`src/rtl/core2wb_bridge.sv`:
```
// -----------------------------------------------------------------------------
// core2wb_bridge
//
// Converts an Ibex-style req/gnt/rvalid port into a Wishbone B4 pipelined
// master. Requests go straight through to the bus with no register stage.
// The bridge counts the transfers that are in flight and holds new requests
// back when the bus stalls or when MAX_OUTSTANDING transfers are already
// pending. If no response arrives for TIMEOUT cycles while transfers are
// pending, the oldest transfer is retired with an error.
//
// Handshakes:
//   core request : req_i is valid and gnt_o is ready. A transfer is accepted
//                  in every cycle where req_i & gnt_o are both high. The core
//                  holds we/be/addr/wdata stable until it sees gnt_o.
//   core response: rvalid_o is a single-cycle pulse with no back-pressure.
//                  rdata_o and err_o are only meaningful while rvalid_o=1.
//   wishbone     : the address phase completes when stb & ~stall. The data
//                  phase completes on ack or err, in issue order.
//
// Parameters:
//   MAX_OUTSTANDING  accepted but unacknowledged transfers allowed (1..15)
//   TIMEOUT          cycles without ACK/ERR before a synthetic error
//                    (0 disables the timeout)
//
// Ports:
//   clk, rst_n                  clock, asynchronous active-low reset
//   req_i/gnt_o                 core request handshake
//   we_i/be_i/addr_i/wdata_i    core request payload
//   rvalid_o/rdata_o/err_o      core response
//   wb_cyc_o..wb_dat_o          Wishbone master request outputs
//   wb_dat_i/ack_i/err_i        Wishbone response inputs
//   wb_stall_i                  Wishbone pipeline stall
//   proto_err_o                 sticky flag, set by ACK/ERR with nothing pending
// -----------------------------------------------------------------------------
module core2wb_bridge #(
  parameter int unsigned MAX_OUTSTANDING = 2,
  parameter int unsigned TIMEOUT         = 255
) (
  input  logic        clk,
  input  logic        rst_n,
  // core side
  input  logic        req_i,
  output logic        gnt_o,
  input  logic        we_i,
  input  logic [3:0]  be_i,
  input  logic [31:0] addr_i,
  input  logic [31:0] wdata_i,
  output logic        rvalid_o,
  output logic [31:0] rdata_o,
  output logic        err_o,
  // wishbone side
  output logic        wb_cyc_o,
  output logic        wb_stb_o,
  output logic        wb_we_o,
  output logic [31:0] wb_adr_o,
  output logic [3:0]  wb_sel_o,
  output logic [31:0] wb_dat_o,
  input  logic [31:0] wb_dat_i,
  input  logic        wb_ack_i,
  input  logic        wb_err_i,
  input  logic        wb_stall_i,
  // status
  output logic        proto_err_o
);

  localparam int unsigned      CNT_W   = $clog2(MAX_OUTSTANDING + 1);
  localparam logic [CNT_W-1:0] CNT_MAX = CNT_W'(MAX_OUTSTANDING);
  localparam logic [CNT_W-1:0] CNT_ONE = CNT_W'(1);

  logic [CNT_W-1:0] cnt;
  logic [CNT_W-1:0] cnt_next;
  logic             busy;
  logic             full;
  logic             accept;
  logic             resp;
  logic             tout;
  logic             done;

  assign busy = (cnt != '0);
  assign full = (cnt == CNT_MAX);

  // ---------------------------------------------------------------------------
  // Request path (combinational, zero latency)
  // ---------------------------------------------------------------------------
  assign wb_stb_o = req_i & ~full;
  assign gnt_o    = wb_stb_o & ~wb_stall_i;
  assign accept   = gnt_o;

  // CYC stays up while anything is pending, so the slave keeps the cycle
  // open until the last response comes back or the timer gives up on it.
  assign wb_cyc_o = wb_stb_o | busy;

  assign wb_we_o  = we_i;
  assign wb_adr_o = addr_i;
  assign wb_sel_o = be_i;
  assign wb_dat_o = wdata_i;

  // ---------------------------------------------------------------------------
  // Response path (combinational)
  // ---------------------------------------------------------------------------
  // A response only counts when something is outstanding. ACK and ERR in the
  // same cycle are a single completion, and that completion reports an error.
  assign resp     = (wb_ack_i | wb_err_i) & busy;
  assign done     = resp | tout;

  assign rvalid_o = done;
  assign err_o    = (wb_err_i & resp) | (tout & ~resp);
  assign rdata_o  = (wb_ack_i & resp) ? wb_dat_i : 32'h0;

  // ---------------------------------------------------------------------------
  // Outstanding-transfer counter
  // ---------------------------------------------------------------------------
  // Accept is blocked when full and completion needs busy, so the counter
  // can neither overflow nor underflow.
  always_comb begin
    cnt_next = cnt;
    if (accept && !done) begin
      cnt_next = cnt + CNT_ONE;
    end else if (!accept && done) begin
      cnt_next = cnt - CNT_ONE;
    end
  end

  always_ff @(posedge clk or negedge rst_n) begin
    if (!rst_n) begin
      cnt <= '0;
    end else begin
      cnt <= cnt_next;
    end
  end

  // ---------------------------------------------------------------------------
  // Response timeout
  // ---------------------------------------------------------------------------
  // The timer measures quiet time: cycles with something pending and no
  // response. Each timeout retires only the oldest transfer and restarts the
  // timer, so every remaining transfer gets its own full window.
  if (TIMEOUT > 0) begin : g_tmr
    localparam int unsigned      TMR_W   = $clog2(TIMEOUT + 1);
    localparam logic [TMR_W-1:0] TMR_MAX = TMR_W'(TIMEOUT);
    localparam logic [TMR_W-1:0] TMR_ONE = TMR_W'(1);

    logic [TMR_W-1:0] tmr;

    // A real response in the same cycle takes priority over the timeout.
    assign tout = (tmr == TMR_MAX) & busy & ~resp;

    always_ff @(posedge clk or negedge rst_n) begin
      if (!rst_n) begin
        tmr <= '0;
      end else if (resp || tout || !busy) begin
        tmr <= '0;
      end else begin
        tmr <= tmr + TMR_ONE;
      end
    end
  end else begin : g_no_tmr
    assign tout = 1'b0;
  end

  // ---------------------------------------------------------------------------
  // Protocol error flag
  // ---------------------------------------------------------------------------
  // An ACK or ERR with nothing outstanding is dropped, not forwarded to the
  // core. The flag stays set until reset so software can see that it happened.
  always_ff @(posedge clk or negedge rst_n) begin
    if (!rst_n) begin
      proto_err_o <= 1'b0;
    end else if ((wb_ack_i || wb_err_i) && !busy) begin
      proto_err_o <= 1'b1;
    end
  end

endmodule

```
`config.mk`:
```
export PLATFORM = sky130hd
export DESIGN_NAME = core2wb_bridge
export DESIGN_NICKNAME = d
export VERILOG_FILES = /design/src/rtl/core2wb_bridge.sv
export SDC_FILE = /design/constraint.sdc
export NUM_CORES = 1
export LEC_CHECK = 0
export ABC_AREA = 1
export BUFFER_PORTS_ARGS = -buffer_cell sky130_fd_sc_hd__buf_2
export CORE_AREA = 3 3 81 83
export CTS_BUF_LIST = sky130_fd_sc_hd__clkbuf_8
export DETAILED_ROUTE_END_ITERATION = 6
export DIE_AREA = 0 0 84 86
export PLACE_DENSITY = 0.65
export RECOVER_POWER = 50
export SETUP_SLACK_MARGIN = 0.1
export SLEW_MARGIN = 20
export SYNTH_ARGS = -nofsm -noshare
export SYNTH_HDL_FRONTEND = slang
export SYNTH_SLANG_ARGS = --single-unit
```
`constraint.sdc`:
```
create_clock -name clk -period 1.9 [get_ports clk]
set_input_delay 0.285 -clock clk [delete_from_list [all_inputs] [get_ports clk]]
set_output_delay 0.285 -clock clk [all_outputs]
set_load 0.02 [all_outputs]
```
==> results of run 1 <==
routing by layer:
layer | GRT usage | wire (um)
met3 | 0.131 | 1000
met5 | 0 | 34
met2 | 0.116 | 1410
met1 | 0.0849 | 1110
met4 | 0.0395 | 100
synth_stat cells, drive strengths merged:
master,count,area share
nand2,16,0.049
xor2,1,0.0063
a21oi,2,0.0072
nor3,1,0.0036
nand3,5,0.022
xnor2,4,0.025
or2,1,0.0045
buf,72,0.40
dfrtp,11,0.20
o21bai,2,0.011
nor2,51,0.14
o21ai,1,0.0036
inv,43,0.12
ha,2,0.018
power by group:
group | switching, W | internal [W]
clock | 0.0000766 | 0.000141
sequential | 0.0000317 | 0.000266
combinational | 0.000465 | 0.000243
per-stage QoR:
stage	setup WS, ns	instance area [sq um]	std cells
finish	0.172	1410	296
global route	0.0247	1410	296
CTS	0.100	1370	295
detailed placement	0.116	1320	290
global placement	0.163	1320	290
floorplan	0.147	1400	212
repair_timing:
item | 4_1_cts | 5_1_grt
hold buffers | 1 | 0
buffers inserted | 0 | 1
endpoints found under the hold margin | 11 | 0
setup endpoints to repair | 0 | 35
resized for setup | 0 | 5
cell families (layout without fill, tap and decap cells):
family,count (synthesis),after routing,synth area share
adders and majority gates,2,2,0.0180
DFF,11,11,0.198
and+or+nand+nor,74,74,0.219
buffers and inverters,115,124,0.512
xor gates and xnor gates,5,5,0.0314
AOI/OAI and AO/OA,5,5,0.0216
state kept, by name, indices dropped and copies added, names as in the netlist:
signal / cells
cnt: 2
g_tmr.tmr: 8
proto_err_o: 1
how the worst max path moves through the flow:
stage	startpoint	end	slack, ns	cells past startpoint
2_1_floorplan	g_tmr.tmr[0]$_DFF_PN0_	cnt[1]$_DFFE_PN0P_	0.15	10
3_3_place_gp	g_tmr.tmr[0]$_DFF_PN0_	cnt[1]$_DFFE_PN0P_	0.16	10
3_5_place_dp	g_tmr.tmr[0]$_DFF_PN0_	cnt[1]$_DFFE_PN0P_	0.12	10
4_1_cts	g_tmr.tmr[0]$_DFF_PN0_	cnt[1]$_DFFE_PN0P_	0.10	10
5_1_grt	g_tmr.tmr[1]$_DFF_PN0_	cnt[1]$_DFFE_PN0P_	0.02	10
6_report	g_tmr.tmr[0]$_DFF_PN0_	cnt[1]$_DFFE_PN0P_	0.17	10
tightest hold or removal path: cells and delay by family:
| kind | cells | cell delay [ns] |
|---|---|---|
| compound gates | 1 | 0.13 |
| buf+inv | 1 | 0.09 |
| simple gates | 1 | 0.06 |
layout make-up:
cell class                 instances  area (sq um)  area share
clock buffer                       3          41.3      0.0294
clock inverter                     1          3.75     0.00267
inverter                          43           161       0.115
multi-input combinational         86           437       0.311
sequential                        11           275       0.196
tap                               75          93.8      0.0668
timing repair buffer              77           393       0.280
==> flow_summary.json, run 1 <==
{
  "worstPathArrival_ns": 1.84,
  "tightest_slew_ns": 0.246,
  "initial_utilization": 0.235,
  "drive_above_1_share": 0.407,
  "grt_pass1_wl_mm": 5.33,
  "htree_num_levels": 1,
  "wl_mm": 3.66,
  "criticalPathCategory": "reg2reg",
  "final_common_cell": "buf_2",
  "p_leak_nw": 0.873,
  "clk_latency_ns": 0.23,
  "reg2reg_from": "g_tmr.tmr[0]$_DFF_PN0_",
  "netlist_area_sq_um": 1390,
  "fin_nets": 331,
  "fin_setup_tns_ns": 0,
  "crit_fanout": 3,
  "total_power_w": 0.00122,
  "start_kind": "register",
  "drv_slew": 0,
  "antenna_left": 0,
  "crit_slowest_cell": "dfrtp_1",
  "drt-initial-drc-count": 18,
  "slew_headroom": 0.836,
  "die_w_um": 84,
  "hold_class": "in2reg",
  "rsz0062_at_grt": "true",
  "ios": 214,
  "fill_cells": 669,
  "period_minus_slack_ns": 1.73,
  "hold_depth": 3,
  "reg2reg_slack_ns": 0.17,
  "yosysUniqueCellTypes": 19,
  "post-route-drc-count": 0,
  "required_ns": 2.01,
  "synth_fp_nets": 321,
  "r2r_cells": 10,
  "first_pass_iters": 4,
  "antenna_found_initial": 2,
  "status": "completed",
  "final_core_util": 0.237,
  "cp_cell_sequence": "ha_2, nand2_2, nor2_4, nand3_2, nand2_2, inv_1, ha_1, a21oi_1, nand2_1, xnor2_1",
  "max_stage_delay_ns": 0.35,
  "synth_area_per_cell_sq_um": 6.57,
  "area_growth_pct": 0.899,
  "synth-seq-cells": 11,
  "grt_use_total": 0.0945,
  "power.density_nw_per_um2": 870,
  "cpMostUsedCell": "nand2_2",
  "dieHeight_um": 86,
  "reg2reg_to": "cnt[1]$_DFFE_PN0P_",
  "hold_viol": 0,
  "cp_top_family": "adder cells",
  "overflow": 0,
  "max-vdd-ir-drop_uv": 536,
  "final_cell_mix": "buf_2 (75), nor2_1 (48), inv_1 (43)",
  "setup_violations": 0,
  "via_count": 1101,
  "dp_hpwl_mm": 3.22,
  "finalCritPeriodShare": 0.909,
  "port_buffers": 75,
  "numCtsBuffers": 3,
  "clk_path_buf_depth": 2,
  "endpoint_kind": "register",
  "n_antenna_cell": 0,
  "fin_hold_ws_ns": 0.368,
  "via_per_inst": 3.72,
  "wire_per_inst_um": 12.4,
  "seq_area_frac_synth": 0.198,
  "grt_max_degree": 33,
  "root_buffer": "clkbuf_8",
  "core-area_sq_um": 5920,
  "place.gp.congestion": 0.718,
  "numClockSinks": 11,
  "cts_tree": "yes",
  "synth_warnings": 0,
  "die-area_sq_um": 7220,
  "maxCapViolCount": 0,
  "path_buf_inv": 1,
  "clk_pin_slew_ns": 0.05,
  "skew_ns": 0.00252,
  "min_from": "wb_err_i",
  "grt_pass1_vias": 1010,
  "holdPathEnd": "proto_err_o$_DFFE_PN0P_",
  "max_freq_ghz": 0.579,
  "num_rows": 28,
  "synthCells": 212
}
No activity file was read; power rests on OpenSTA's default activity.
==> run 2: changes to the inputs <==
--- a/config.mk
+++ b/config.mk
@@ -5,13 +5,12 @@
 export SDC_FILE = /design/constraint.sdc
 export NUM_CORES = 1
 export LEC_CHECK = 0
-export ABC_AREA = 1
 export BUFFER_PORTS_ARGS = -buffer_cell sky130_fd_sc_hd__buf_2
-export CORE_AREA = 3 3 81 83
+export CORE_AREA = 2 2 82 84
 export CTS_BUF_LIST = sky130_fd_sc_hd__clkbuf_8
 export DETAILED_ROUTE_END_ITERATION = 6
 export DIE_AREA = 0 0 84 86
-export PLACE_DENSITY = 0.65
+export PLACE_DENSITY = 0.61
 export RECOVER_POWER = 50
 export SETUP_SLACK_MARGIN = 0.1
 export SLEW_MARGIN = 20
==> run 2 against run 1 <==
  * Critical path depth decreased by 5
  * First-iteration DRC count increased by 17%
  * Final area decreased by 1.2%
  * Maximum frequency decreased by 3.1%
  * Sequential power increased by 12%
  * Routed wire length decreased by 13%
  * Clock-buffer cell count unchanged
  * Synthesized cell count decreased by 24%
  * Clock skew decreased by 0.00071 ns
  * Clock power increased by 7%
  * Critical endpoint is now rvalid_o
  * Largest power group unchanged
==> flow_summary.json, run 2 <==
{
  "status": "completed",
  "final_common_cell": "buf_2",
  "synth_warnings": 0,
  "hold_class": "in2reg",
  "synth_edf_count": 0,
  "wl_met2_mm": 1.45,
  "numCtsBuffers": 3,
  "dieHeight_um": 86,
  "synth_fp_nets": 270,
  "largest_reg_flops": 8,
  "drv_slew": 0,
  "drt-initial-drc-count": 21,
  "tightest_slew_ns": 0.624,
  "synth_largest_area_cell": "buf_4",
  "post-route-drc-count": 0,
  "max-vdd-ir-drop_uv": 488,
  "skew_ns": 0.00181,
  "setup_violations": 0,
  "fin_hold_ws_ns": 0.428,
  "grt_pass1_vias": 883,
  "slew_headroom": 0.581,
  "wl_met3_um": 381,
  "hold_viol": 0,
  "power.density_nw_per_um2": 893,
  "wire_per_inst_um": 12.8,
  "wl_mm": 3.18,
  "final_cell_mix": "buf_2 (75), and2_1 (32), dfrtp_1 (7)",
  "endpoint_kind": "output port",
  "synth-seq-cells": 11,
  "initial_utilization": 0.212,
  "overflow": 0,
  "num_rows": 29,
  "crit_fanout": 5,
  "place.gp.congestion": 0.771,
  "p_leak_nw": 0.740,
  "netlist_area_sq_um": 1330,
  "placed_area_sq_um": 1270,
  "antenna_found_initial": 0,
  "root_buffer": "clkbuf_8",
  "yosysUniqueCellTypes": 32,
  "synth_top_area_share": 0.389,
  "grt_max_degree": 33,
  "dp_hpwl_mm": 2.51,
  "finalCritPeriodShare": 0.938,
  "final_core_util": 0.221,
  "required_ns": 1.62,
  "reg.largest.list": "g_tmr.tmr: 8 flops, cnt: 2 flops, proto_err_o: 1 flops",
  "rsz0062_at_grt": "true",
  "drive_above_1_share": 0.564,
  "n_antenna_cell": 0,
  "synth_area_per_cell_sq_um": 8.28,
  "clk_latency_ns": 0.24,
  "start_kind": "register",
  "htree_num_levels": 1,
  "ios": 214,
  "highest_layer": "met4",
  "maxCapViolCount": 0,
  "synth.most_common_cell": "buf_4",
  "seq_area_frac_synth": 0.207,
  "max_freq_ghz": 0.561,
  "criticalPathCategory": "reg2out",
  "port_buffers": 75,
  "clk_path_buf_depth": 2,
  "synthCells": 161,
  "wl_met1_mm": 1.24,
  "die_w_um": 84,
  "cts_tree": "yes",
  "design_area_sq_um": 1390,
  "synth_common_cells": "buf_4 (69), and2_1 (32), dfrtp_1 (11)",
  "worstPathArrival_ns": 1.50,
  "fill_cells": 681,
  "first_pass_iters": 4,
  "synthArstFlopShare": 1.00,
  "grt_use_total": 0.0747,
  "pre_cts_slack_ns": 0.104,
  "area_growth_pct": 4.23,
  "synth_ff_type": "dfrtp_1",
  "fin_nets": 282,
  "antenna_left": 0,
  "synth_area_leaders": "buf_4 (39%), dfrtp_1 (21%), and2_1 (15%), xnor2_1 (2.0%), xor2_1 (2.0%)",
  "via_per_inst": 4.01,
  "fin_setup_tns_ns": 0,
  "regMostFlops": "g_tmr.tmr",
  "period_minus_slack_ns": 1.78,
  "grt_pass1_wl_mm": 4.35,
  "clk_pin_slew_ns": 0.05,
  "numClockSinks": 11,
  "fin_ws_ns": 0.118,
  "core-area_sq_um": 6280,
  "via_count": 999,
  "die-area_sq_um": 7220
}
## run 2: layout make-up
type	count	area (sq um)	share of cell area
Multi-Input combinational cell	73	533	0.384
Timing Repair Buffer	81	423	0.305
Sequential cell	11	280	0.202
Tap cell	77	96.3	0.0694
Clock buffer	3	41.3	0.0297
Inverter	3	11.3	0.00811
Clock inverter	1	3.75	0.00270
## run 2: path summary, 6_finish.rpt
path	end	from	slack (ns)	cells after the start
max	rvalid_o	g_tmr.tmr[1]$_DFF_PN0_	0.12	5
min	proto_err_o$_DFFE_PN0P_	wb_err_i	0.43	3
min in group asynchronous	g_tmr.tmr[5]$_DFF_PN0_	rst_n	0.44	2
min reg2reg	proto_err_o$_DFFE_PN0P_	proto_err_o$_DFFE_PN0P_	0.46	2
max reg2reg	cnt[1]$_DFFE_PN0P_	g_tmr.tmr[1]$_DFF_PN0_	0.19	7
max in group asynchronous	cnt[1]$_DFFE_PN0P_	rst_n	1.24	2
## run 2: cell families (layout without fill, tap and decap cells)
kind of cell,Yosys count,count (layout),share of synthesized area
AOI/OAI and AO/OA,13,13,0.0723
xor gates and xnor gates,6,6,0.0394
adders and majority gates,2,2,0.0188
buffers and inverters,77,88,0.415
DFF,11,11,0.207
and+or+nand+nor,52,52,0.248
## run 2: worst max-delay path: stages, from the launching register on
cell	delay (ns)
dfrtp_1	0.41
ha_4	0.19
nand2_4	0.08
nor3_4	0.26
o32a_2	0.17
buf_2	0.15
## run 2: layer usage
layer	up-vias	global-route usage
li1	468	-
met1	428	0.0880
met2	92	0.111
met3	11	0.0327
met4	0	0.0484
met5	-	0
## run 2: report_power, final
part | total [W] | switching (W) | internal, W
Sequential | 0.000332 | 0.0000619 | 0.000270
Clock | 0.000232 | 0.0000903 | 0.000142
Combinational | 0.000677 | 0.000393 | 0.000284
## run 2: timing repair
item	4_1_cts	5_1_grt
hold buffers	1	0
setup endpoints to repair	8	24
cloned	0	0
buffers inserted	0	4
resized for setup	4	5
endpoints found under the hold margin	11	0
pin swaps	0	2
## run 2: per-stage QoR
step           instances  total power, W
6_report             249         0.00124
5_1_grt              249         0.00132
3_5_place_dp         240        0.000994
2_1_floorplan        161        0.000995
4_1_cts              245         0.00123
3_3_place_gp         240        0.000985
==> run 3: changes to the inputs <==
--- a/config.mk
+++ b/config.mk
@@ -5,12 +5,13 @@
 export SDC_FILE = /design/constraint.sdc
 export NUM_CORES = 1
 export LEC_CHECK = 0
+export ABC_AREA = 1
 export BUFFER_PORTS_ARGS = -buffer_cell sky130_fd_sc_hd__buf_2
 export CORE_AREA = 2 2 82 84
 export CTS_BUF_LIST = sky130_fd_sc_hd__clkbuf_8
 export DETAILED_ROUTE_END_ITERATION = 6
 export DIE_AREA = 0 0 84 86
-export PLACE_DENSITY = 0.61
+export PLACE_DENSITY = 0.62
 export RECOVER_POWER = 50
 export SETUP_SLACK_MARGIN = 0.1
 export SLEW_MARGIN = 20
==> run 3 against run 2 <==
  * Clock power is 3% lower
  * Global-route usage up 1.8 points
  * Clock skew up 0.0017 ns
  * Worst hold slack worse by 0.069 ns
  * Via count rose by 14%
  * Power rose by 0.90%
  * Critical path type is now reg2reg
  * Highest routed layer unchanged
==> flow_summary.json, run 3 (same netlist as run 1, synthesis figures left out) <==
{
  "status": "completed",
  "comb_power_share": 0.581,
  "reg.largest.list": "g_tmr.tmr: 8 flops, cnt: 2 flops, proto_err_o: 1 flops",
  "rsz0062_at_grt": "true",
  "num_rows": 29,
  "max-vdd-ir-drop_uv": 644,
  "period_minus_slack_ns": 1.73,
  "ios": 214,
  "cts_tree": "yes",
  "root_buffer": "clkbuf_8",
  "criticalPathCategory": "reg2reg",
  "setup_violations": 0,
  "post-route-drc-count": 0,
  "fill_cells": 724,
  "clk_path_buf_depth": 2,
  "min_from": "wb_err_i",
  "final_cell_mix": "buf_2 (74), nor2_1 (48), inv_1 (43)",
  "tightest_slew_ns": 0.242,
  "dieHeight_um": 86,
  "wl_mm": 3.64,
  "numCtsBuffers": 3,
  "drt-initial-drc-count": 15,
  "port_buffers": 75,
  "area_growth_pct": 2.07,
  "place.gp.congestion": 0.739,
  "via_per_inst": 3.80,
  "initial_utilization": 0.222,
  "reg2reg_from": "g_tmr.tmr[0]$_DFF_PN0_",
  "regArea_sq_um": 275,
  "drive_above_1_share": 0.413,
  "required_ns": 2.02,
  "hold_class": "in2reg",
  "overflow": 0,
  "clk_pin_slew_ns": 0.05,
  "holdPathEnd": "proto_err_o$_DFFE_PN0P_",
  "largest_reg_flops": 8,
  "drv_slew": 0,
  "fin_hold_ws_ns": 0.359,
  "grt_use_total": 0.0926,
  "multiInputGateArea_sq_um": 433,
  "hold_depth": 3,
  "crit_fanout": 3,
  "antenna_left": 0,
  "numClockSinks": 11,
  "antenna_found_initial": 0,
  "sw_frac_of_total": 0.478,
  "worstPathArrival_ns": 1.85,
  "start_kind": "register",
  "clk_latency_ns": 0.24,
  "dp_hpwl_mm": 3.01,
  "max_freq_ghz": 0.578,
  "reg2reg_slack_ns": 0.17,
  "grt_max_degree": 33,
  "htree_num_levels": 1,
  "core-area_sq_um": 6280,
  "first_pass_iters": 2,
  "gr-usage-met3": 0.0857,
  "endpoint_kind": "register",
  "slew_headroom": 0.839,
  "die_w_um": 84,
  "p_leak_nw": 0.883,
  "n_antenna_cell": 0,
  "use_met1": 0.0936,
  "grt_pass1_wl_mm": 5.22,
  "skew_ns": 0.00355,
  "grt_pass1_vias": 1069,
  "power.density_nw_per_um2": 881,
  "p_int_w": 0.000654,
  "reg2reg_to": "cnt[1]$_DFFE_PN0P_",
  "via_count": 1141,
  "final_common_cell": "buf_2",
  "r2r_cells": 10,
  "grt_util_met2": 0.130,
  "fin_nets": 333,
  "clockPowerShare": 0.180,
  "power_frac_seq": 0.238,
  "finalCritPeriodShare": 0.911,
  "grt.busiest_layer": "met2",
  "regMostFlops": "g_tmr.tmr",
  "maxCapViolCount": 0,
  "wire_per_inst_um": 12.1,
  "hold_viol": 0,
  "fin_setup_tns_ns": 0,
  "switchingPower_w": 0.000598,
  "die-area_sq_um": 7220
}
==> run 3: cell type report <==
type                       instances  area share
tap                               77      0.0678
clock inverter                     1     0.00264
timing repair buffer              79       0.289
inverter                          43       0.114
multi-input combinational         86       0.305
sequential                        11       0.194
clock buffer                       3      0.0290
==> run 3: power groups by stage <==
stage / combinational, W / clock [W] / sequential (W)
finish: 0.000728 / 0.000226 / 0.000298
global route: 0.000799 / 0.000252 / 0.000303
CTS: 0.000723 / 0.000238 / 0.000297
detailed placement: 0.000707 / 0 / 0.000300
global placement: 0.000693 / 0 / 0.000300
floorplan: 0.000722 / 0 / 0.000295
==> run 3: worst max-delay path by stage <==
stage,startpoint,to
floorplan,g_tmr.tmr[0]$_DFF_PN0_,cnt[1]$_DFFE_PN0P_
global placement,g_tmr.tmr[0]$_DFF_PN0_,cnt[1]$_DFFE_PN0P_
detailed placement,g_tmr.tmr[0]$_DFF_PN0_,cnt[1]$_DFFE_PN0P_
CTS,g_tmr.tmr[0]$_DFF_PN0_,cnt[1]$_DFFE_PN0P_
global route,g_tmr.tmr[0]$_DFF_PN0_,cnt[1]$_DFFE_PN0P_
finish,g_tmr.tmr[0]$_DFF_PN0_,cnt[1]$_DFFE_PN0P_
==> run 3: worst max-delay path, cell delays in order, from the launching register on <==
cell and delay (ns):
dfrtp_1 0.36, ha_2 0.18, nand2_1 0.09, nor2_2 0.13
nand3_2 0.10, nand2_2 0.07, inv_1 0.04, ha_1 0.31
a21oi_2 0.12, nand2_1 0.07, xnor2_1 0.12
==> run 3: repair_timing <==
| item | CTS | global route |
|---|---|---|
| setup endpoints to repair | 3 | 3 |
| pin swaps | 1 | 2 |
| hold buffers | 1 | 0 |
| buffers inserted | 1 | 2 |
| endpoints found under the hold margin | 11 | 0 |
| resized for setup | 1 | 4 |
==> run 3: stage by stage <==
| step | instances | area, sq um | total power [W] | worst slack, ns | utilization |
|---|---|---|---|---|---|
| 6_report | 300 | 1420 | 0.00125 | 0.168 | 0.226 |
| 5_1_grt | 300 | 1420 | 0.00135 | 0.0550 | 0.226 |
| 4_1_cts | 298 | 1390 | 0.00126 | 0.117 | 0.222 |
| 3_5_place_dp | 292 | 1320 | 0.00101 | 0.106 | 0.210 |
| 3_3_place_gp | 292 | 1320 | 0.000993 | 0.169 | 0.210 |
| 2_1_floorplan | 212 | 1400 | 0.00102 | 0.147 | - |
==> run 3: layer usage <==
| metal | up-vias | routed length [um] |
|---|---|---|
| met5 | - | 0 |
| met4 | 0 | 82 |
| met3 | 14 | 686 |
| met2 | 92 | 1530 |
| met1 | 474 | 1340 |
| li1 | 561 | - |
